### src/rtl/fetch_pkg.sv
// Shared types and widths for the instruction-fetch sequencer.
package fetch_pkg;

  localparam int unsigned INSTR_W = 32;
  localparam int unsigned ADDR_W  = 32;
  localparam logic [ADDR_W-1:0] DEFAULT_RESET_PC = 32'h0000_0000;

  typedef enum logic [1:0] {
    BOOT,
    RUN,
    DONE
  } state_t;

  typedef struct packed {
    logic [INSTR_W-1:0] instr;
    logic [ADDR_W-1:0]  pc;
  } fifo_entry_t;

  typedef struct packed {
    logic              valid;
    logic              epoch;
    logic [ADDR_W-1:0] pc;
  } stage_t;

endpackage

### src/rtl/fetch_if.sv
// Fetch bus bundle: instruction-memory port, redirect input and decode handshake.
interface fetch_if;
  import fetch_pkg::*;

  logic               mem_req;
  logic [ADDR_W-1:0]  mem_addr;
  logic [INSTR_W-1:0] mem_rdata;
  logic               redirect_valid;
  logic [ADDR_W-1:0]  redirect_pc;
  logic               out_valid;
  logic               out_ready;
  logic [INSTR_W-1:0] out_instr;
  logic [ADDR_W-1:0]  out_pc;
  logic               fetch_done;

  modport master (
    output mem_req, mem_addr, out_valid, out_instr, out_pc, fetch_done,
    input  mem_rdata, redirect_valid, redirect_pc, out_ready
  );

  modport slave (
    input  mem_req, mem_addr, out_valid, out_instr, out_pc, fetch_done,
    output mem_rdata, redirect_valid, redirect_pc, out_ready
  );

endinterface

### src/rtl/fetch_fifo.sv
// Fetch buffer: circular FIFO with simultaneous push/pop and a one-cycle flush.
module fetch_fifo #(
  parameter int unsigned DEPTH = 4,
  parameter int unsigned WIDTH = 64,
  localparam int unsigned CNT_W = $clog2(DEPTH + 1),
  localparam int unsigned PTR_W = (DEPTH > 1) ? $clog2(DEPTH) : 1
) (
  input  logic             clk,
  input  logic             rst,
  input  logic             push,
  input  logic [WIDTH-1:0] push_data,
  input  logic             pop,
  input  logic             flush,
  output logic [WIDTH-1:0] head,
  output logic [CNT_W-1:0] count
);

  logic [WIDTH-1:0] slots [DEPTH];
  logic [PTR_W-1:0] rd_ptr;
  logic [PTR_W-1:0] wr_ptr;

  function automatic logic [PTR_W-1:0] ptr_inc(input logic [PTR_W-1:0] p);
    return (p == PTR_W'(DEPTH - 1)) ? '0 : p + PTR_W'(1);
  endfunction

  // Flush wins over a same-cycle push or pop.
  always_ff @(posedge clk or posedge rst) begin
    if (rst) begin
      rd_ptr <= '0;
      wr_ptr <= '0;
      count  <= '0;
      for (int i = 0; i < int'(DEPTH); i++) slots[i] <= '0;
    end else if (flush) begin
      rd_ptr <= '0;
      wr_ptr <= '0;
      count  <= '0;
    end else begin
      if (push) begin
        slots[wr_ptr] <= push_data;
        wr_ptr        <= ptr_inc(wr_ptr);
      end
      if (pop) rd_ptr <= ptr_inc(rd_ptr);
      count <= count + CNT_W'(push) - CNT_W'(pop);
    end
  end

  assign head = slots[rd_ptr];

endmodule

### src/rtl/fetch_controller.sv
// Instruction-fetch sequencer: PC/state control, fixed-latency read tracking with
// epoch tagging for redirects, and a fetch buffer feeding decode.
module fetch_controller import fetch_pkg::*; #(
  parameter logic [ADDR_W-1:0] RESET_PC    = DEFAULT_RESET_PC,
  parameter int unsigned       MEM_WORDS   = 32,
  parameter int unsigned       MEM_LATENCY = 1,
  parameter int unsigned       FIFO_DEPTH  = 4
) (
  input logic      clk,
  input logic      rst,
  fetch_if.master  bus
);

  localparam int unsigned CNT_W = $clog2(FIFO_DEPTH + 1);
  localparam int unsigned OCC_W = 8;
  localparam logic [ADDR_W-1:0] END_PC = ADDR_W'(MEM_WORDS * 4);

  state_t            state_q, state_d;
  logic [ADDR_W-1:0] pc_q, pc_d;
  logic              epoch_q, epoch_d;
  logic              issue;
  stage_t            stages [MEM_LATENCY];
  logic [OCC_W-1:0]  inflight;
  logic [OCC_W-1:0]  occ;
  logic [CNT_W-1:0]  count;
  logic              head_valid;
  logic              pop;
  logic              push;
  fifo_entry_t       push_entry;
  fifo_entry_t       head;

  // Occupancy includes every outstanding read, stale or not, so the buffer never overflows.
  always_comb begin
    inflight = '0;
    for (int i = 0; i < int'(MEM_LATENCY); i++) inflight = inflight + OCC_W'(stages[i].valid);
  end

  assign head_valid = (count != '0);
  assign pop        = head_valid & bus.out_ready;
  assign occ        = OCC_W'(count) + inflight - OCC_W'(pop);

  always_ff @(posedge clk or posedge rst) begin
    if (rst) begin
      state_q <= BOOT;
      pc_q    <= RESET_PC & ~ADDR_W'(3);
      epoch_q <= 1'b0;
    end else begin
      state_q <= state_d;
      pc_q    <= pc_d;
      epoch_q <= epoch_d;
    end
  end

  always_comb begin
    state_d = state_q;
    pc_d    = pc_q;
    epoch_d = epoch_q;
    issue   = 1'b0;
    if (bus.redirect_valid) begin
      epoch_d = ~epoch_q;
      pc_d    = bus.redirect_pc & ~ADDR_W'(3);
      state_d = (pc_d >= END_PC) ? DONE : RUN;
    end else begin
      case (state_q)
        BOOT: state_d = RUN;
        RUN: begin
          if (occ < OCC_W'(FIFO_DEPTH)) begin
            issue = 1'b1;
            pc_d  = pc_q + ADDR_W'(4);
            if (pc_d >= END_PC) state_d = DONE;
          end
        end
        default: ;
      endcase
    end
  end

  // Read-latency tracker; the oldest stage lines up with mem_rdata.
  always_ff @(posedge clk or posedge rst) begin
    if (rst) begin
      for (int i = 0; i < int'(MEM_LATENCY); i++) stages[i] <= '0;
    end else begin
      stages[0].valid <= issue;
      stages[0].epoch <= epoch_q;
      stages[0].pc    <= pc_q;
      for (int i = 1; i < int'(MEM_LATENCY); i++) stages[i] <= stages[i-1];
    end
  end

  assign push             = stages[MEM_LATENCY-1].valid && (stages[MEM_LATENCY-1].epoch == epoch_q);
  assign push_entry.instr = bus.mem_rdata;
  assign push_entry.pc    = stages[MEM_LATENCY-1].pc;

  fetch_fifo #(
    .DEPTH (FIFO_DEPTH),
    .WIDTH ($bits(fifo_entry_t))
  ) u_fifo (
    .clk       (clk),
    .rst       (rst),
    .push      (push),
    .push_data (push_entry),
    .pop       (pop),
    .flush     (bus.redirect_valid),
    .head      (head),
    .count     (count)
  );

  assign bus.mem_req    = issue;
  assign bus.mem_addr   = pc_q;
  assign bus.out_valid  = head_valid;
  assign bus.out_instr  = head.instr;
  assign bus.out_pc     = head.pc;
  assign bus.fetch_done = (state_q == DONE);

endmodule

### src/flat_wrapper.sv
// flat-port wrapper written by rule: the top's interface ports become plain ports
module fetch_controller_flat import fetch_pkg::*;
#(
  parameter logic [ADDR_W-1:0] RESET_PC    = DEFAULT_RESET_PC,
  parameter int unsigned       MEM_WORDS   = 32,
  parameter int unsigned       MEM_LATENCY = 1,
  parameter int unsigned       FIFO_DEPTH  = 4
)
  (clk, rst, bus_mem_req, bus_mem_addr, bus_out_valid, bus_out_instr, bus_out_pc, bus_fetch_done, bus_mem_rdata, bus_redirect_valid, bus_redirect_pc, bus_out_ready);
  fetch_if bus_i ();
  input logic clk;
  input logic rst;
  output wire logic [$bits(bus_i.mem_req)-1:0] bus_mem_req;
  output wire logic [$bits(bus_i.mem_addr)-1:0] bus_mem_addr;
  output wire logic [$bits(bus_i.out_valid)-1:0] bus_out_valid;
  output wire logic [$bits(bus_i.out_instr)-1:0] bus_out_instr;
  output wire logic [$bits(bus_i.out_pc)-1:0] bus_out_pc;
  output wire logic [$bits(bus_i.fetch_done)-1:0] bus_fetch_done;
  input wire logic [$bits(bus_i.mem_rdata)-1:0] bus_mem_rdata;
  input wire logic [$bits(bus_i.redirect_valid)-1:0] bus_redirect_valid;
  input wire logic [$bits(bus_i.redirect_pc)-1:0] bus_redirect_pc;
  input wire logic [$bits(bus_i.out_ready)-1:0] bus_out_ready;
  assign bus_mem_req = bus_i.mem_req;
  assign bus_mem_addr = bus_i.mem_addr;
  assign bus_out_valid = bus_i.out_valid;
  assign bus_out_instr = bus_i.out_instr;
  assign bus_out_pc = bus_i.out_pc;
  assign bus_fetch_done = bus_i.fetch_done;
  assign bus_i.mem_rdata = bus_mem_rdata;
  assign bus_i.redirect_valid = bus_redirect_valid;
  assign bus_i.redirect_pc = bus_redirect_pc;
  assign bus_i.out_ready = bus_out_ready;
  fetch_controller #(.RESET_PC(RESET_PC), .MEM_WORDS(MEM_WORDS), .MEM_LATENCY(MEM_LATENCY), .FIFO_DEPTH(FIFO_DEPTH)) u_core (.clk(clk), .rst(rst), .bus(bus_i));
endmodule
### config.mk
export PLATFORM = sky130hd
export DESIGN_NAME = fetch_controller_flat
export DESIGN_NICKNAME = d
export VERILOG_FILES = /design/src/rtl/fetch_pkg.sv /design/src/rtl/fetch_if.sv /design/src/rtl/fetch_fifo.sv /design/src/rtl/fetch_controller.sv /design/src/flat_wrapper.sv
export SDC_FILE = /design/constraint.sdc
export NUM_CORES = 1
export LEC_CHECK = 0
export ABC_CLOCK_PERIOD_IN_PS = 23100
export BUFFER_PORTS_ARGS = -buffer_cell sky130_fd_sc_hd__buf_4
export CAP_MARGIN = 20
export CORE_MARGIN = 2
export CORE_UTILIZATION = 63
export CTS_BUF_LIST = sky130_fd_sc_hd__clkbuf_4 sky130_fd_sc_hd__clkbuf_8 sky130_fd_sc_hd__clkbuf_16
export DETAILED_ROUTE_END_ITERATION = 8
export PLACE_DENSITY = 0.88
export SLEW_MARGIN = 0
export SYNTH_ARGS = -nofsm -noshare
export SYNTH_HDL_FRONTEND = slang
export SYNTH_HIERARCHICAL = 1
export SYNTH_SLANG_ARGS = --single-unit
### constraint.sdc
create_clock -name clk -period 23.1 [get_ports clk]
set_input_delay 1.155 -clock clk [delete_from_list [all_inputs] [get_ports clk]]
set_output_delay 1.155 -clock clk [all_outputs]
set_load 0.02 [all_outputs]
==> results.cfg <==
[critical_path]
path_buf_inv = 3
slowest_delay_ps = 260
startpoint = bus_out_ready
slowest_stage = ha_1
worstPathRequired_ps = 21950
path_cells = buf_4 -> and2_1 -> ha_1 -> inv_1 -> ha_1 -> and3b_1 -> o21ai_0 -> a211o_1 -> nand4_4 -> nor2_1 -> buf_4
worstSetupPathType = input port to output pin
arrival_ps = 3290
cp_max_fo = 10
startpoint_type = input port
worstReg2RegStart = u_core/u_fifo/count[1]
crit_family = simple AND/OR/NAND/NOR gates
setup.worst_path.end_class = output pin

[sta]
drv_slew = 0
fin_skew_ps = 8.83
min_period_ps = 4450
tns_ps = 0
hold_violations = 0
rsz0062_at_grt = no
setup_violations = 0
whs_ps = 447
tightest_slew_ps = 1100
fmax_mhz = 225
setup_ws_ps = 18650
post-route-period-util_pct = 19.3
relSlewSlack_pct = 26.6

[clocking]
cts_sinks = 328
cts_buffer_depth = 3
clkTransAtPathRegs_ps = 60
cts_root_buf = clkbuf_16
cts_tree = built
post_cts_buffers = 0
hold_buffers = 0
insertion_delay_ps = 500
htree_levels = 2
cts_resized = 0
cts_buffers = 35

[synth]
yosysMostFrequentCell = dfrtp_1
yosysSeqAreaShare_pct = 51.6
ys_types = 64
synth-edff-count = 0
syn_area_sq_mm = 0.0159
ys_top_cells_by_area = dfrtp_1 (52%), mux2_4 (18%), mux4_2 (9.1%), mux2_2 (4.7%), buf_12 (2.3%)
yosysTopAreaCellShare_pct = 51.6
ys_warn_count = 6
ys_seq_elements = 328
ys_async_sr_fraction_pct = 100
synth.largest_area_cell = dfrtp_1
synth_cells = 1000
synth_area_per_cell_sq_um = 15.9
synth_ff_type = dfrtp_1
ys_top_cells_by_count = dfrtp_1 (328), mux2_4 (190), mux2_2 (66), mux4_2 (64), nand2_1 (52)

[grt]
antenna_found_initial = 0
grt_pass1_wl_um = 54400
grt_use_met1_pct = 37.2
busiest_layer = met2
gr-total-overflow = 0
grtUsageMet2_pct = 41.4
grt_max_degree = 111
use_met3_pct = 5.19
grt_use_total_pct = 26.1
first_global_vias = 9734

[final_layout]
multiInputGateArea_sq_mm = 0.00700
regArea_sq_mm = 0.00822
diodes = 0
final_core_util_pct = 72.9
synthToLayoutAreaGrowth_pct = 14.5
fillerInstances = 1569
nNetsFinal = 1238
drive_above_1_share_pct = 48.6

[job]
max_cap_violations = 0

[pwr]
p_leak_nw = 9.31
p_seq_share_pct = 46.2
powerDensity_mw_per_mm2 = 74.9
vdd_ir_drop_max_uv = 74.8
finalPower_mw = 1.36
combPwrFrac_pct = 11.2
power_switching_uw = 337
p_sw_share_pct = 24.7
internal_power_mw = 1.03
clock_power_share_pct = 42.6

[route]
first_iter_violations = 623
vias_per_cell = 6.00
wl_um = 33700
wl_per_cell_um = 22.4
drc = 0
ant_nets = 0
first_pass_iters = 7
via_count = 9043

[placement]
io_buffers = 162
pre_cts_ws_ps = 18680
dp_hpwl_um = 20500
place_congestion = 0.816

[die]
die_width_um = 163
die_h_um = 163
ios = 167
row_count = 58
die_area_sq_mm = 0.0265
start_util_pct = 63.7
coreArea_sq_mm = 0.0250

[outcome]
run_status = completed

[hold_path]
min_path_type = flop to flop
hp-start = u_core/epoch_q
[final cells by class]
| cell class | count | share of cell area [%] |
|---|---|---|
| Inverter | 16 | 0.371 |
| Clock inverter | 8 | 0.770 |
| Timing Repair Buffer | 172 | 7.20 |
| Multi-Input combinational cell | 604 | 38.4 |
| Clock buffer | 49 | 5.82 |
| Tap cell | 330 | 2.27 |
| Sequential cell | 328 | 45.1 |
[kinds of logic (layout without fill, tap and decap cells)]
logic type                 count (synthesis)  after routing  synth area share (%)
AOI/OAI and AO/OA                         54             54                  2.20
muxes                                    327            327                  32.1
xor gates and xnor gates                  45             45                  2.57
adders and majority gates                 13             13                  1.07
DFF                                      328            328                  51.6
buffers and inverters                     77            245                  4.57
and+or+nand+nor                          155            155                  5.81
other                                      1             10                0.0236
[metal layers]
layer	routed length, um	vias up
met2	16200	268
met1	14600	4761
li1	-	3947
met3	2080	67
met5	0	-
met4	828	0
[final timing paths]
| kind | to | slack (ps) | cells past startpoint |
|---|---|---|---|
| worst max-delay path | bus_mem_req | 18650 | 11 |
| worst min-delay path | u_core/stages[32] | 450 | 0 |
| worst max register to register | u_core/bus.mem_addr[5] | 19450 | 13 |
| worst min register to register | u_core/stages[32] | 450 | 0 |
| max in group asynchronous | u_core/u_fifo/rd_ptr[0] | 20760 | 3 |
| min in group asynchronous | u_core/u_fifo/slots[139] | 800 | 2 |
[cell usage in the layout, fill, tap and decap left out, drive strengths merged, types with 16 or more instances in the layout]
master,count
dfrtp,328
mux2,259
buf,172
mux4,64
nand2,52
clkbuf,49
o21ai,30
xnor2,23
xor2,21
nor2,20
nand4,17
inv,16
[power groups by stage]
| stage | clock network [mW] | registers [mW] | logic [mW] |
|---|---|---|---|
| after floorplan | 0 | 0.622 | 0.119 |
| after global placement | 0 | 0.639 | 0.148 |
| after detailed placement | 0 | 0.640 | 0.153 |
| after CTS | 0.592 | 0.631 | 0.154 |
| after global routing | 0.616 | 0.634 | 0.167 |
| final | 0.581 | 0.630 | 0.153 |
[sequential cells by signal (all words and copies together) (netlist names)]
register / count
u_core/u_fifo/rd_ptr: 2
u_core/push_entry: 30
u_core/epoch_q: 1
u_core/u_fifo/count: 3
u_core/bus.mem_addr: 30
u_core/u_fifo/slots: 256
u_core/stages: 2
u_core/u_fifo/wr_ptr: 2
u_core/state_q: 2
[through the flow]
| step | cells | instance area (sq um) |
|---|---|---|
| 6_report | 1507 | 18200 |
| 5_1_grt | 1507 | 18200 |
| 4_1_cts | 1506 | 18200 |
| 3_5_place_dp | 1449 | 17000 |
| 3_3_place_gp | 1449 | 17000 |
| 2_1_floorplan | 1009 | 15900 |
(Power assumes the default switching activity.)
